==> src/rtl/mips_150.sv <==
// Serial echo subsystem: 8N1 UART receiver and transmitter with a sequencer that retransmits every well-framed byte.
// Define MIPS150_RX_FIFO_EN to replace the single-byte RX buffer with a 4-entry first-word-fall-through FIFO.
module mips_150 #(
  parameter int CLOCK_FREQ = 50_000_000,
  parameter int BAUD_RATE  = 115_200
) (
  input  logic clk,
  input  logic rst,
  input  logic stall,
  input  logic FPGA_SERIAL_RX,
  output logic FPGA_SERIAL_TX
);
  localparam int CLKS_PER_BIT = CLOCK_FREQ / BAUD_RATE;
  localparam int CW = $clog2(CLKS_PER_BIT + 1);
  localparam logic [CW-1:0] BIT_LAST  = CW'(CLKS_PER_BIT - 1);
  localparam logic [CW-1:0] HALF_LAST = CW'(CLKS_PER_BIT / 2 - 1);
  localparam logic [CW-1:0] CNT_ONE   = CW'(1);

  // Handshake: buf_valid/buf_pop form a valid/ready pair; the sequencer pops only
  // while buf_valid is high, and tx_start is pulsed only while the transmitter is idle.
  typedef enum logic [1:0] {RX_IDLE, RX_START, RX_DATA, RX_STOP} rx_state_e;
  typedef enum logic [1:0] {SEQ_IDLE, SEQ_LOAD, SEQ_WAIT_TX, SEQ_SEND} seq_state_e;
  typedef enum logic {TX_IDLE, TX_BUSY} tx_state_e;

  logic rx_meta_q, rx_meta_d, rx_sync_q, rx_sync_d, rx_prev_q, rx_prev_d;
  rx_state_e rx_state_q, rx_state_d;
  logic [CW-1:0] rx_cnt_q, rx_cnt_d;
  logic [2:0] rx_bit_q, rx_bit_d;
  logic [7:0] rx_shift_q, rx_shift_d;
  logic rx_push;

  logic buf_valid, buf_pop;
  logic [7:0] buf_data;

  seq_state_e seq_state_q, seq_state_d;
  logic [7:0] echo_q, echo_d;
  logic tx_start;

  tx_state_e tx_state_q, tx_state_d;
  logic [CW-1:0] tx_cnt_q, tx_cnt_d;
  logic [3:0] tx_bit_q, tx_bit_d;
  logic [8:0] tx_shift_q, tx_shift_d;
  logic tx_out_q, tx_out_d;
  logic tx_idle;

  always_comb begin
    rx_meta_d = FPGA_SERIAL_RX;
    rx_sync_d = rx_meta_q;
    rx_prev_d = rx_sync_q;
  end

  // Receiver: the shifter fills from the top so the first (LSB) bit ends in bit 0.
  always_comb begin
    rx_state_d = rx_state_q;
    rx_cnt_d   = rx_cnt_q;
    rx_bit_d   = rx_bit_q;
    rx_shift_d = rx_shift_q;
    rx_push    = 1'b0;
    unique case (rx_state_q)
      RX_IDLE: begin
        if (rx_prev_q && !rx_sync_q) begin
          rx_state_d = RX_START;
          rx_cnt_d   = '0;
        end
      end
      RX_START: begin
        if (rx_cnt_q == HALF_LAST) begin
          rx_cnt_d   = '0;
          rx_bit_d   = '0;
          rx_state_d = rx_sync_q ? RX_IDLE : RX_DATA;
        end else begin
          rx_cnt_d = rx_cnt_q + CNT_ONE;
        end
      end
      RX_DATA: begin
        if (rx_cnt_q == BIT_LAST) begin
          rx_cnt_d   = '0;
          rx_shift_d = {rx_sync_q, rx_shift_q[7:1]};
          rx_bit_d   = rx_bit_q + 3'd1;
          if (rx_bit_q == 3'd7) rx_state_d = RX_STOP;
        end else begin
          rx_cnt_d = rx_cnt_q + CNT_ONE;
        end
      end
      RX_STOP: begin
        if (rx_cnt_q == BIT_LAST) begin
          rx_cnt_d   = '0;
          rx_state_d = RX_IDLE;
          rx_push    = rx_sync_q;
        end else begin
          rx_cnt_d = rx_cnt_q + CNT_ONE;
        end
      end
      default: rx_state_d = RX_IDLE;
    endcase
  end

`ifdef MIPS150_RX_FIFO_EN
  logic [7:0] fifo_mem_q [4];
  logic [7:0] fifo_mem_d [4];
  logic [1:0] wr_ptr_q, wr_ptr_d, rd_ptr_q, rd_ptr_d;
  logic [2:0] count_q, count_d;
  logic push_ok, pop_ok;

  // A full FIFO still takes a byte when the same cycle frees an entry.
  always_comb begin
    fifo_mem_d = fifo_mem_q;
    wr_ptr_d   = wr_ptr_q;
    rd_ptr_d   = rd_ptr_q;
    count_d    = count_q;
    pop_ok     = buf_pop && (count_q != 3'd0);
    push_ok    = rx_push && ((count_q != 3'd4) || pop_ok);
    if (push_ok) begin
      fifo_mem_d[wr_ptr_q] = rx_shift_q;
      wr_ptr_d = wr_ptr_q + 2'd1;
    end
    if (pop_ok) rd_ptr_d = rd_ptr_q + 2'd1;
    if (push_ok && !pop_ok) count_d = count_q + 3'd1;
    else if (!push_ok && pop_ok) count_d = count_q - 3'd1;
  end

  assign buf_valid = (count_q != 3'd0);
  assign buf_data  = fifo_mem_q[rd_ptr_q];

  always_ff @(posedge clk) begin
    if (!rst) begin
      for (int i = 0; i < 4; i++) fifo_mem_q[i] <= '0;
      wr_ptr_q <= '0;
      rd_ptr_q <= '0;
      count_q  <= '0;
    end else begin
      fifo_mem_q <= fifo_mem_d;
      wr_ptr_q   <= wr_ptr_d;
      rd_ptr_q   <= rd_ptr_d;
      count_q    <= count_d;
    end
  end
`else
  logic buf_valid_q, buf_valid_d;
  logic [7:0] buf_data_q, buf_data_d;

  // A full buffer keeps its byte unless the same cycle pops it.
  always_comb begin
    buf_valid_d = buf_valid_q;
    buf_data_d  = buf_data_q;
    if (buf_pop) buf_valid_d = 1'b0;
    if (rx_push && (!buf_valid_q || buf_pop)) begin
      buf_valid_d = 1'b1;
      buf_data_d  = rx_shift_q;
    end
  end

  assign buf_valid = buf_valid_q;
  assign buf_data  = buf_data_q;

  always_ff @(posedge clk) begin
    if (!rst) begin
      buf_valid_q <= 1'b0;
      buf_data_q  <= '0;
    end else begin
      buf_valid_q <= buf_valid_d;
      buf_data_q  <= buf_data_d;
    end
  end
`endif

  always_comb begin
    seq_state_d = seq_state_q;
    echo_d      = echo_q;
    buf_pop     = 1'b0;
    tx_start    = 1'b0;
    if (!stall) begin
      unique case (seq_state_q)
        SEQ_IDLE:    if (buf_valid) seq_state_d = SEQ_LOAD;
        SEQ_LOAD: begin
          echo_d      = buf_data;
          buf_pop     = 1'b1;
          seq_state_d = SEQ_WAIT_TX;
        end
        SEQ_WAIT_TX: if (tx_idle) seq_state_d = SEQ_SEND;
        SEQ_SEND: begin
          tx_start    = tx_idle;
          seq_state_d = SEQ_IDLE;
        end
        default: seq_state_d = SEQ_IDLE;
      endcase
    end
  end

  assign tx_idle = (tx_state_q == TX_IDLE);

  // Transmitter: the start bit goes straight to the output; the shifter holds data then stop.
  always_comb begin
    tx_state_d = tx_state_q;
    tx_cnt_d   = tx_cnt_q;
    tx_bit_d   = tx_bit_q;
    tx_shift_d = tx_shift_q;
    tx_out_d   = tx_out_q;
    unique case (tx_state_q)
      TX_IDLE: begin
        tx_out_d = 1'b1;
        if (tx_start) begin
          tx_out_d   = 1'b0;
          tx_shift_d = {1'b1, echo_q};
          tx_cnt_d   = '0;
          tx_bit_d   = '0;
          tx_state_d = TX_BUSY;
        end
      end
      TX_BUSY: begin
        if (tx_cnt_q == BIT_LAST) begin
          tx_cnt_d = '0;
          if (tx_bit_q == 4'd9) begin
            tx_out_d   = 1'b1;
            tx_state_d = TX_IDLE;
          end else begin
            tx_out_d   = tx_shift_q[0];
            tx_shift_d = {1'b1, tx_shift_q[8:1]};
            tx_bit_d   = tx_bit_q + 4'd1;
          end
        end else begin
          tx_cnt_d = tx_cnt_q + CNT_ONE;
        end
      end
      default: tx_state_d = TX_IDLE;
    endcase
  end

  assign FPGA_SERIAL_TX = tx_out_q;

  always_ff @(posedge clk) begin
    if (!rst) begin
      rx_meta_q   <= 1'b1;
      rx_sync_q   <= 1'b1;
      rx_prev_q   <= 1'b1;
      rx_state_q  <= RX_IDLE;
      rx_cnt_q    <= '0;
      rx_bit_q    <= '0;
      rx_shift_q  <= '0;
      seq_state_q <= SEQ_IDLE;
      echo_q      <= '0;
      tx_state_q  <= TX_IDLE;
      tx_cnt_q    <= '0;
      tx_bit_q    <= '0;
      tx_shift_q  <= '1;
      tx_out_q    <= 1'b1;
    end else begin
      rx_meta_q   <= rx_meta_d;
      rx_sync_q   <= rx_sync_d;
      rx_prev_q   <= rx_prev_d;
      rx_state_q  <= rx_state_d;
      rx_cnt_q    <= rx_cnt_d;
      rx_bit_q    <= rx_bit_d;
      rx_shift_q  <= rx_shift_d;
      seq_state_q <= seq_state_d;
      echo_q      <= echo_d;
      tx_state_q  <= tx_state_d;
      tx_cnt_q    <= tx_cnt_d;
      tx_bit_q    <= tx_bit_d;
      tx_shift_q  <= tx_shift_d;
      tx_out_q    <= tx_out_d;
    end
  end
endmodule

==> config.mk <==
export PLATFORM = sky130hd
export DESIGN_NAME = mips_150
export DESIGN_NICKNAME = d
export VERILOG_FILES = /design/src/rtl/mips_150.sv
export SDC_FILE = /design/constraint.sdc
export NUM_CORES = 1
export LEC_CHECK = 0
export CAP_MARGIN = 20
export CELL_PAD_IN_SITES_DETAIL_PLACEMENT = 0
export CELL_PAD_IN_SITES_GLOBAL_PLACEMENT = 1
export CORE_ASPECT_RATIO = 0.5
export CORE_MARGIN = 2
export CORE_UTILIZATION = 53
export DETAILED_ROUTE_END_ITERATION = 12
export DONT_BUFFER_PORTS = 1
export GPL_ROUTABILITY_DRIVEN = 0
export PLACE_DENSITY = 0.95
export SLEW_MARGIN = 40
export SYNTH_ARGS = -nofsm -noshare
export SYNTH_HDL_FRONTEND = slang
export SYNTH_SLANG_ARGS = --single-unit
==> constraint.sdc <==
create_clock -name clk -period 2.7 [get_ports clk]
set_input_delay 0.54 -clock clk [delete_from_list [all_inputs] [get_ports clk]]
set_output_delay 0.54 -clock clk [all_outputs]
set_load 0.1 [all_outputs]
### Word-level counts from Yosys, hierarchy flattened

Cells that the tools add are included.

* word-level logic and storage cells: 103
* output and inout bits: 1
* input bits: 4
* register bits: 68

* bitwise operators: 2
* reductions and logical operators: 16
* equality and inequality tests: 21
* muxes and demuxes: 44
* add/subtract/negate cells: 4

Operators with widths (count)
* 9-bit 2-to-1 mux: 8
* 9-bit one-hot mux with 2 select lines: 2
* 9-bit one-hot mux with 3 select lines: 1
* 9-bit by 1-bit adder with 9-bit output, second input constant: 2
* 9-bit equality test, second input constant: 2
* 2-bit != test, second input constant: 9
* 2-bit 2-to-1 mux: 8
* 2-bit one-hot mux with 4 select lines: 2
* 1-bit 2-to-1 mux: 14
* 4-bit 2-to-1 mux: 3
* 9-bit by 8-bit equality test with 1-bit output, second input constant: 1
* 3-bit AND reduction: 3
* 2-bit equality test, second input constant: 4
* 4-bit one-hot mux with 2 select lines: 1
* 3-bit 2-to-1 mux: 2
* 3-bit one-hot mux with 2 select lines: 1
* 5-bit AND reduction: 1
* 4-bit by 1-bit adder with 4-bit output, second input constant: 1
* 2-bit by 1-bit equality test with 1-bit output, second input constant: 2
* 4-bit equality test, second input constant: 1
* 2-bit zero test: 2
* 1-bit one-hot mux with 2 select lines: 2
* 2-bit AND reduction: 2
* 2-bit nonzero test: 2
* 8 further kinds: 11

### Longest topological paths before layout

Gate-level depths: netlist of the first run.

* depth after elaboration: 6
* mapped depth: 8
* depth with buffers taken out: 6

### Worst setup path before layout of the first run

Ideal clock, no wire load.

* path type: input port to flip-flop
* start point: in stall
* end point: reg buf_data_q[0] (netlist: buf_data[0])
* data arrival time: 1.660 ns
* buffers on the path: 2
* setup time: 0.128 ns
* data required time: 2.572 ns
* path slack: 0.912 ns
* stages: 6
* cells stage by stage: nand2b_1 > clkbuf_1 > a2111oi_2 > buf_4 > mux2i_1 > nor2_1

* word-level cells in the longest chain between the ends: 3

Ends and longest elaborated chain
* start, declared: line 9 `input logic stall,`
* 1-bit 2-to-1 mux: line 172 `if (!stall) begin`
* 1-bit logical OR: line 147 `if (rx_push && (!buf_valid_q || buf_pop)) begin`
* 1-bit logical AND: line 147
* end signal, assigned: line 162 `buf_data_q <= buf_data_d;`
* end, declared: line 140 `logic [7:0] buf_data_q, buf_data_d;`

Every way passes these cells.
A chain may end at the register's enable or synchronous reset.

### Worst setup path in the final report of the first run

* start point: reg seq_state_q[1]
* end point: reg buf_data_q[1] (netlist: buf_data[1])

* word-level cells in the longest chain between the ends: 5

Ends and longest elaborated chain
* start, declared: line 35 `seq_state_e seq_state_q, seq_state_d;`
* start signal, assigned: line 255 `seq_state_q <= seq_state_d;`
* 2-bit by 1-bit equality test with 1-bit output: line 173 `unique case (seq_state_q)`
* 1-bit 2-to-1 mux: line 173
* 1-bit 2-to-1 mux: line 172
* 1-bit logical OR: line 147
* 1-bit logical AND: line 147

Every way passes these cells.

==> impl_metrics.json, run 1 <==
{
  "yosys-top-cells-area": "dfxtp_1 (43%), mux2i_1 (7.6%), ha_1 (5.6%), nand2_1 (4.8%), a21oi_1 (4.5%)",
  "initial_core_util_pct": 56.0,
  "report.final.slew_viol_count": 0,
  "cts_buffers": 9,
  "start_kind": "flip-flop",
  "placed_cells": 401,
  "holdBufCountCts": 0,
  "clk_path_buf_depth": 2,
  "peakVddDrop_mv": 0.340,
  "syn-instance-count": 344,
  "r2r_start": "seq_state_q[1]$_SDFFE_PN0P_",
  "setup_violations": 0,
  "reg2reg_slack_ps": 760,
  "cts_tree": "done",
  "holdPathStages": 1,
  "cts-root-buf": "clkbuf_16",
  "antenna_found_initial": 0,
  "cts_post_setup_buffers_inserted": 0,
  "synth_top_area_share_pct": 42.7,
  "portBuffers": 0,
  "synth.distinct_cells": 55,
  "grt_setup_unrepaired": "no",
  "vias": 2418,
  "max_slew_margin_pct": 52.6,
  "powerDensity_nw_per_um2": 665,
  "power_mw": 2.33,
  "path_clk_slew_ps": 50,
  "fin_crit_ps": 1940,
  "h-tree-depth": 3,
  "track_usage_pct": 19.5,
  "grt_max_degree": 51,
  "area_growth_pct": 11.1,
  "dp_hpwl_um": 3990,
  "skew_ps": 6.70,
  "final-instance-count-excl-fill": 416,
  "fp.dieW_um": 113,
  "clock_latency_ps": 320,
  "layout_common_cells": "dfxtp_1 (66), nand2_1 (40), a21oi_1 (28), nor2_1 (28), mux2i_1 (24)",
  "grt_pass1_vias": 2353,
  "fmax_mhz": 516,
  "initialDrtViolationCount": 169,
  "violations": "DRC",
  "rows": 19,
  "yosys.area.top_type": "dfxtp_1",
  "cp.arrival_ps": 2120,
  "final-hold-violation-count": 0,
  "min_to": "tx_shift_q[0]$_SDFFE_PN1P_",
  "synth_ff_type": "dfxtp_1",
  "ys_seq_elements": 67,
  "layout_commonest_cell": "dfxtp_1",
  "drc": 2,
  "fp.coreArea_um2": 5610,
  "cap_violations": 0,
  "drt-pass1-iter-count": 8,
  "tightest_slew_ps": 710,
  "crit_fanout": 10,
  "grt_pass1_wl_um": 10100,
  "leakage_nw": 1.32,
  "synth.avg_cell_area_um2": 9.14,
  "crit_type": "flip-flop to flip-flop",
  "r2r-end": "buf_data[1]$_SDFFE_PN0P_",
  "yosysWarnings": 0,
  "cts_resized": 0,
  "min_from": "rst",
  "seq_area_frac_synth_pct": 42.7,
  "worstPathRequired_ps": 2880,
  "ioPinCount": 5,
  "syn_area_um2": 3140,
  "synthesis.nets": 362,
  "gr-total-overflow": 0,
  "critPathCaptureType": "flip-flop",
  "wl_um": 5930,
  "finalSetupTns_ps": 0,
  "synth_edf_count": 0,
  "die_h_um": 58.5,
  "utilization_pct": 62.3,
  "avgViaCountPerCell": 5.81,
  "ant_nets": 0,
  "rr_worst_depth": 7,
  "wl_per_cell_um": 14.3,
  "drive_gt1_share_pct": 11.1,
  "diodes": 0,
  "layout.nets": 357,
  "die_area_um2": 6600,
  "outcome": "finished with violations",
  "synthArstFlopShare_pct": 0,
  "cts.sinks": 67,
  "hold_class": "input pin to flip-flop",
  "fin_crit_sh_pct": 71.8
}
[cell usage after synthesis, drive strengths merged (2+ instances only)]
master / number
a2111oi: 2
a211o: 2
a211oi: 2
a21bo: 2
a21boi: 2
a21o: 2
a21oi: 28
a22o: 4
a311oi: 3
a31oi: 3
a41oi: 3
and2: 4
and3: 2
buf: 7
clkbuf: 14
dfxtp: 67
ha: 14
inv: 12
mux2: 8
mux2i: 24
nand2: 40
nand2b: 5
nand3: 5
nand3b: 6
nand4: 6
nor2: 28
nor2b: 3
nor3: 5
o211a: 4
o21ai: 11
o2bb2ai: 2
or2: 2
or3: 5
or4b: 2
[worst max path at each step]
| stage | from | endpoint | slack (ps) |
|---|---|---|---|
| 2_1_floorplan | stall | buf_data[0]$_SDFFE_PN0P_ | 910 |
| 5_1_grt | seq_state_q[1]$_SDFFE_PN0P_ | buf_data[3]$_SDFFE_PN0P_ | 570 |
| 6_report | seq_state_q[1]$_SDFFE_PN0P_ | buf_data[1]$_SDFFE_PN0P_ | 760 |
| 4_1_cts | seq_state_q[1]$_SDFFE_PN0P_ | buf_data[1]$_SDFFE_PN0P_ | 740 |
| 3_3_place_gp | stall | buf_data[1]$_SDFFE_PN0P_ | 810 |
| 3_5_place_dp | stall | buf_data[1]$_SDFFE_PN0P_ | 770 |
[layer usage]
metal | up-vias | share of wire (%) | track usage [%]
met5 | - | 0 | 0
met3 | 5 | 4.3 | 8.14
met2 | 32 | 49 | 36.0
met1 | 1161 | 46 | 20.9
met4 | 0 | 0.71 | 6.10
li1 | 1220 | - | -
[cell families after synthesis]
group	synth area share [%]
AOI/OAI and AO/OA	16.7
muxes	10.5
buffers and inverters	4.50
adders and majority gates	5.57
and+or+nand+nor	20.1
DFF	42.7
[sequential cells by signal, summed over array words and instances (netlist names), named ones only]
| signal | cells |
|---|---|
| FPGA_SERIAL_TX | 1 |
| buf_data | 8 |
| buf_valid | 1 |
| echo_q | 8 |
| rx_bit_q | 3 |
| rx_cnt_q | 9 |
| rx_meta_q | 1 |
| rx_prev_d | 1 |
| rx_prev_q | 1 |
| rx_shift_q | 8 |
| rx_state_q | 1 |
| seq_state_q | 2 |
| tx_bit_q | 4 |
| tx_cnt_q | 9 |
| tx_shift_q | 8 |
| tx_state_q | 1 |
[per-stage QoR]
step | cell area (um^2) | hold WS, ps | setup slack [ps]
final | 3490 | 279 | 760
after CTS | 3490 | 270 | 740
after global routing | 3490 | 262 | 574
after floorplan | 3140 | 386 | 912
after detailed placement | 3180 | 394 | 768
after global placement | 3180 | 395 | 813
[critical path, cell delays in order, from the launching register on]
cell and delay [ps]:
dfxtp_1 330, inv_1 110, ha_1 180, nand2b_1 220, a2111oi_2 420, buf_4 250
mux2i_1 220, nor2_1 60
[layout make-up]
type                    instances  area, um^2
clock inverters                 2        60.1
multi-input cells             244        1670
flip-flops and latches         67        1340
well taps                      73        91.3
clock buffers                  13         250
inverters                      12        46.3
repair buffers                  5        37.5
fillers                       450        2120
[power breakdown]
group | internal [mW] | switching [mW]
clock | 0.828 | 0.388
sequential | 0.999 | 0.0238
combinational | 0.0366 | 0.0490
Power figures use the tool's default switching activity.
==> run 2: changes to the inputs <==
CORE_UTILIZATION = 44   (was 53)
PLACE_DENSITY = 0.85   (was 0.95)
clock period = 1.6 ns   (was 2.7 ns; I/O delays follow)
==> run 2 against run 1 <==
  * The flow finishes with violations (setup timing)
  * Critical path type unchanged
  * Highest routed layer unchanged
  * Largest power group unchanged
  * Design area grew 18%
  * Critical endpoint is now buf_data[7]$_SDFFE_PN0P_
  * Die area rose by 19%
  * First-iteration DRC count decreased by 9.5%
  * Combinational power grew to 3.3 times the previous value
==> impl_metrics.json, run 2 (same netlist as run 1, synthesis figures left out) <==
{
  "power_mw": 3.80,
  "rr_worst_depth": 5,
  "max_slew_margin_pct": 70.4,
  "clk_path_buf_depth": 2,
  "grt_pass1_wl_um": 11300,
  "setup_violations": 33,
  "fin_crit_ps": 1760,
  "cts_tree": "done",
  "rows": 21,
  "finalSetupTns_ps": -3030,
  "cts.sinks": 67,
  "fin_crit_sh_pct": 110,
  "tightest_slew_ps": 443,
  "skew_ps": 5.60,
  "r2r_start": "rx_cnt_q[3]$_SDFFE_PN0P_",
  "initial_core_util_pct": 46.2,
  "drive_gt1_share_pct": 30.6,
  "drc": 0,
  "wl_per_cell_um": 14.1,
  "reg2reg_slack_ps": -160,
  "final-hold-violation-count": 0,
  "layout.nets": 408,
  "fillCellCount": 558,
  "path_buf_inv": 1,
  "layout_common_cells": "dfxtp_1 (62), buf_4 (44), nand2_1 (40)",
  "dp_hpwl_um": 4360,
  "antenna_found_initial": 0,
  "violations": "setup timing",
  "report.final.slew_viol_count": 0,
  "die_area_um2": 7880,
  "swShare_pct": 23.2,
  "crit_type": "flip-flop to flip-flop",
  "holdBufCountCts": 0,
  "portBuffers": 0,
  "intPower_mw": 2.92,
  "cp.arrival_ps": 1980,
  "peakVddDrop_mv": 0.507,
  "cts_buffers": 9,
  "track_usage_pct": 18.4,
  "hold_class": "input pin to flip-flop",
  "die_h_um": 63.8,
  "diodes": 0,
  "utilization_pct": 60.6,
  "pwr-share-comb_pct": 7.4,
  "worstPathRequired_ps": 1820,
  "drt-pass1-iter-count": 4,
  "crit_fanout": 5,
  "cts-root-buf": "clkbuf_16",
  "pwr-share-clk_pct": 47.8,
  "setup_ws_ps": -159,
  "vias": 2628,
  "p_sw_uw": 880,
  "placed_cells": 463,
  "cpLargestDelayFamily": "simple AND/OR/NAND/NOR gates",
  "h-tree-depth": 3,
  "grt_max_degree": 43,
  "grt_pass1_vias": 2538,
  "cpPeakStageDelay_ps": 580,
  "ioPinCount": 5,
  "cp-startpoint": "rx_cnt_q[3]$_SDFFE_PN0P_",
  "ant_nets": 0,
  "avgViaCountPerCell": 5.40,
  "fp.coreArea_um2": 6810,
  "cap_violations": 0,
  "fmax_mhz": 568,
  "start_kind": "flip-flop",
  "powerDensity_nw_per_um2": 921,
  "initialDrtViolationCount": 153,
  "leakage_nw": 1.59,
  "endpoint": "buf_data[7]$_SDFFE_PN0P_",
  "crit_cells": 5,
  "seq_power_share_pct": 44.8,
  "clock_latency_ps": 330,
  "grt_setup_unrepaired": "yes",
  "area_growth_pct": 31.1,
  "path_clk_slew_ps": 60,
  "reg_top3": "rx_cnt_q x9, tx_cnt_q x9",
  "cpMaxStageDelayCell": "or4b_4",
  "place_ws_ps": -209,
  "fp.dieW_um": 124,
  "r2r-end": "buf_data[7]$_SDFFE_PN0P_",
  "final-instance-count-excl-fill": 487,
  "outcome": "finished with violations",
  "layout_commonest_cell": "dfxtp_1",
  "critPathCaptureType": "flip-flop",
  "wl_um": 6840,
  "gr-total-overflow": 0,
  "path_cells": "or4b_4 -> a2111oi_4 -> buf_6 -> mux2i_2 -> nor2_1"
}
-- run 2: changes by cell type in the layout (fill, tap and decap cells not counted), sizes merged --
cell and change:
a21bo +1, buf +50, bufinv -2, clkbuf -2, clkinvlp +4, inv +1
-- run 2: metrics by stage --
stage	hold slack [ps]	area, um^2
final	57.7	4120
after CTS	39.2	3910
after detailed placement	387	3560
after floorplan	386	3170
after global routing	46.4	4120
after global placement	385	3560
-- run 2: final cells by class --
type	instances	area, um^2	share of cell area, %
tap	92	115	2.79
clock buffer	11	243	5.89
timing repair buffer	55	472	11.4
inverter	12	47.5	1.15
multi-input combinational	245	1860	45.1
clock inverter	5	38.8	0.941
sequential	67	1350	32.7
-- run 2: power by group through the flow --
stage               sequential (mW)  clock [mW]  combinational, mW
floorplan                      1.74           0              0.150
global placement               1.73           0              0.222
detailed placement             1.73           0              0.227
CTS                            1.70        1.86              0.243
global route                   1.70        1.93              0.304
finish                         1.70        1.81              0.281
-- run 2: routing by layer --
metal	routed length [um]	up-vias	track usage, %
met5	0	-	0
met4	40	0	4.97
met3	241	7	6.43
met2	3440	34	32.3
met1	3120	1262	21.4
li1	-	1325	-
-- run 2: worst reg2reg max path, cell delays in order (launching register included) --
cell       delay (ps)
dfxtp_1           310
or4b_4            580
a2111oi_4         290
buf_6             190
mux2i_2           220
nor2_1             70
-- run 2: worst min-delay path by stage --
stage,start,end,slack (ps),depth (start not counted)
after floorplan,rx_meta_q$_SDFF_PN1_,rx_prev_d$_SDFF_PN1_,390,1
after global placement,rst,tx_shift_q[2]$_SDFFE_PN1P_,390,1
after detailed placement,rst,tx_shift_q[6]$_SDFFE_PN1P_,390,1
after CTS,rst,tx_shift_q[2]$_SDFFE_PN1P_,40,1
after global routing,rst,tx_shift_q[2]$_SDFFE_PN1P_,50,1
final,rst,tx_shift_q[3]$_SDFFE_PN1P_,60,1
-- run 2: timing repair --
action / in CTS / in global routing
setup buffers: 3 / 3
pin swaps: 9 / 21
resized for setup: 12 / 41
endpoints found under the hold margin: 0 / 0
endpoints found under the setup margin: 41 / 53
cloned: 1 / 1
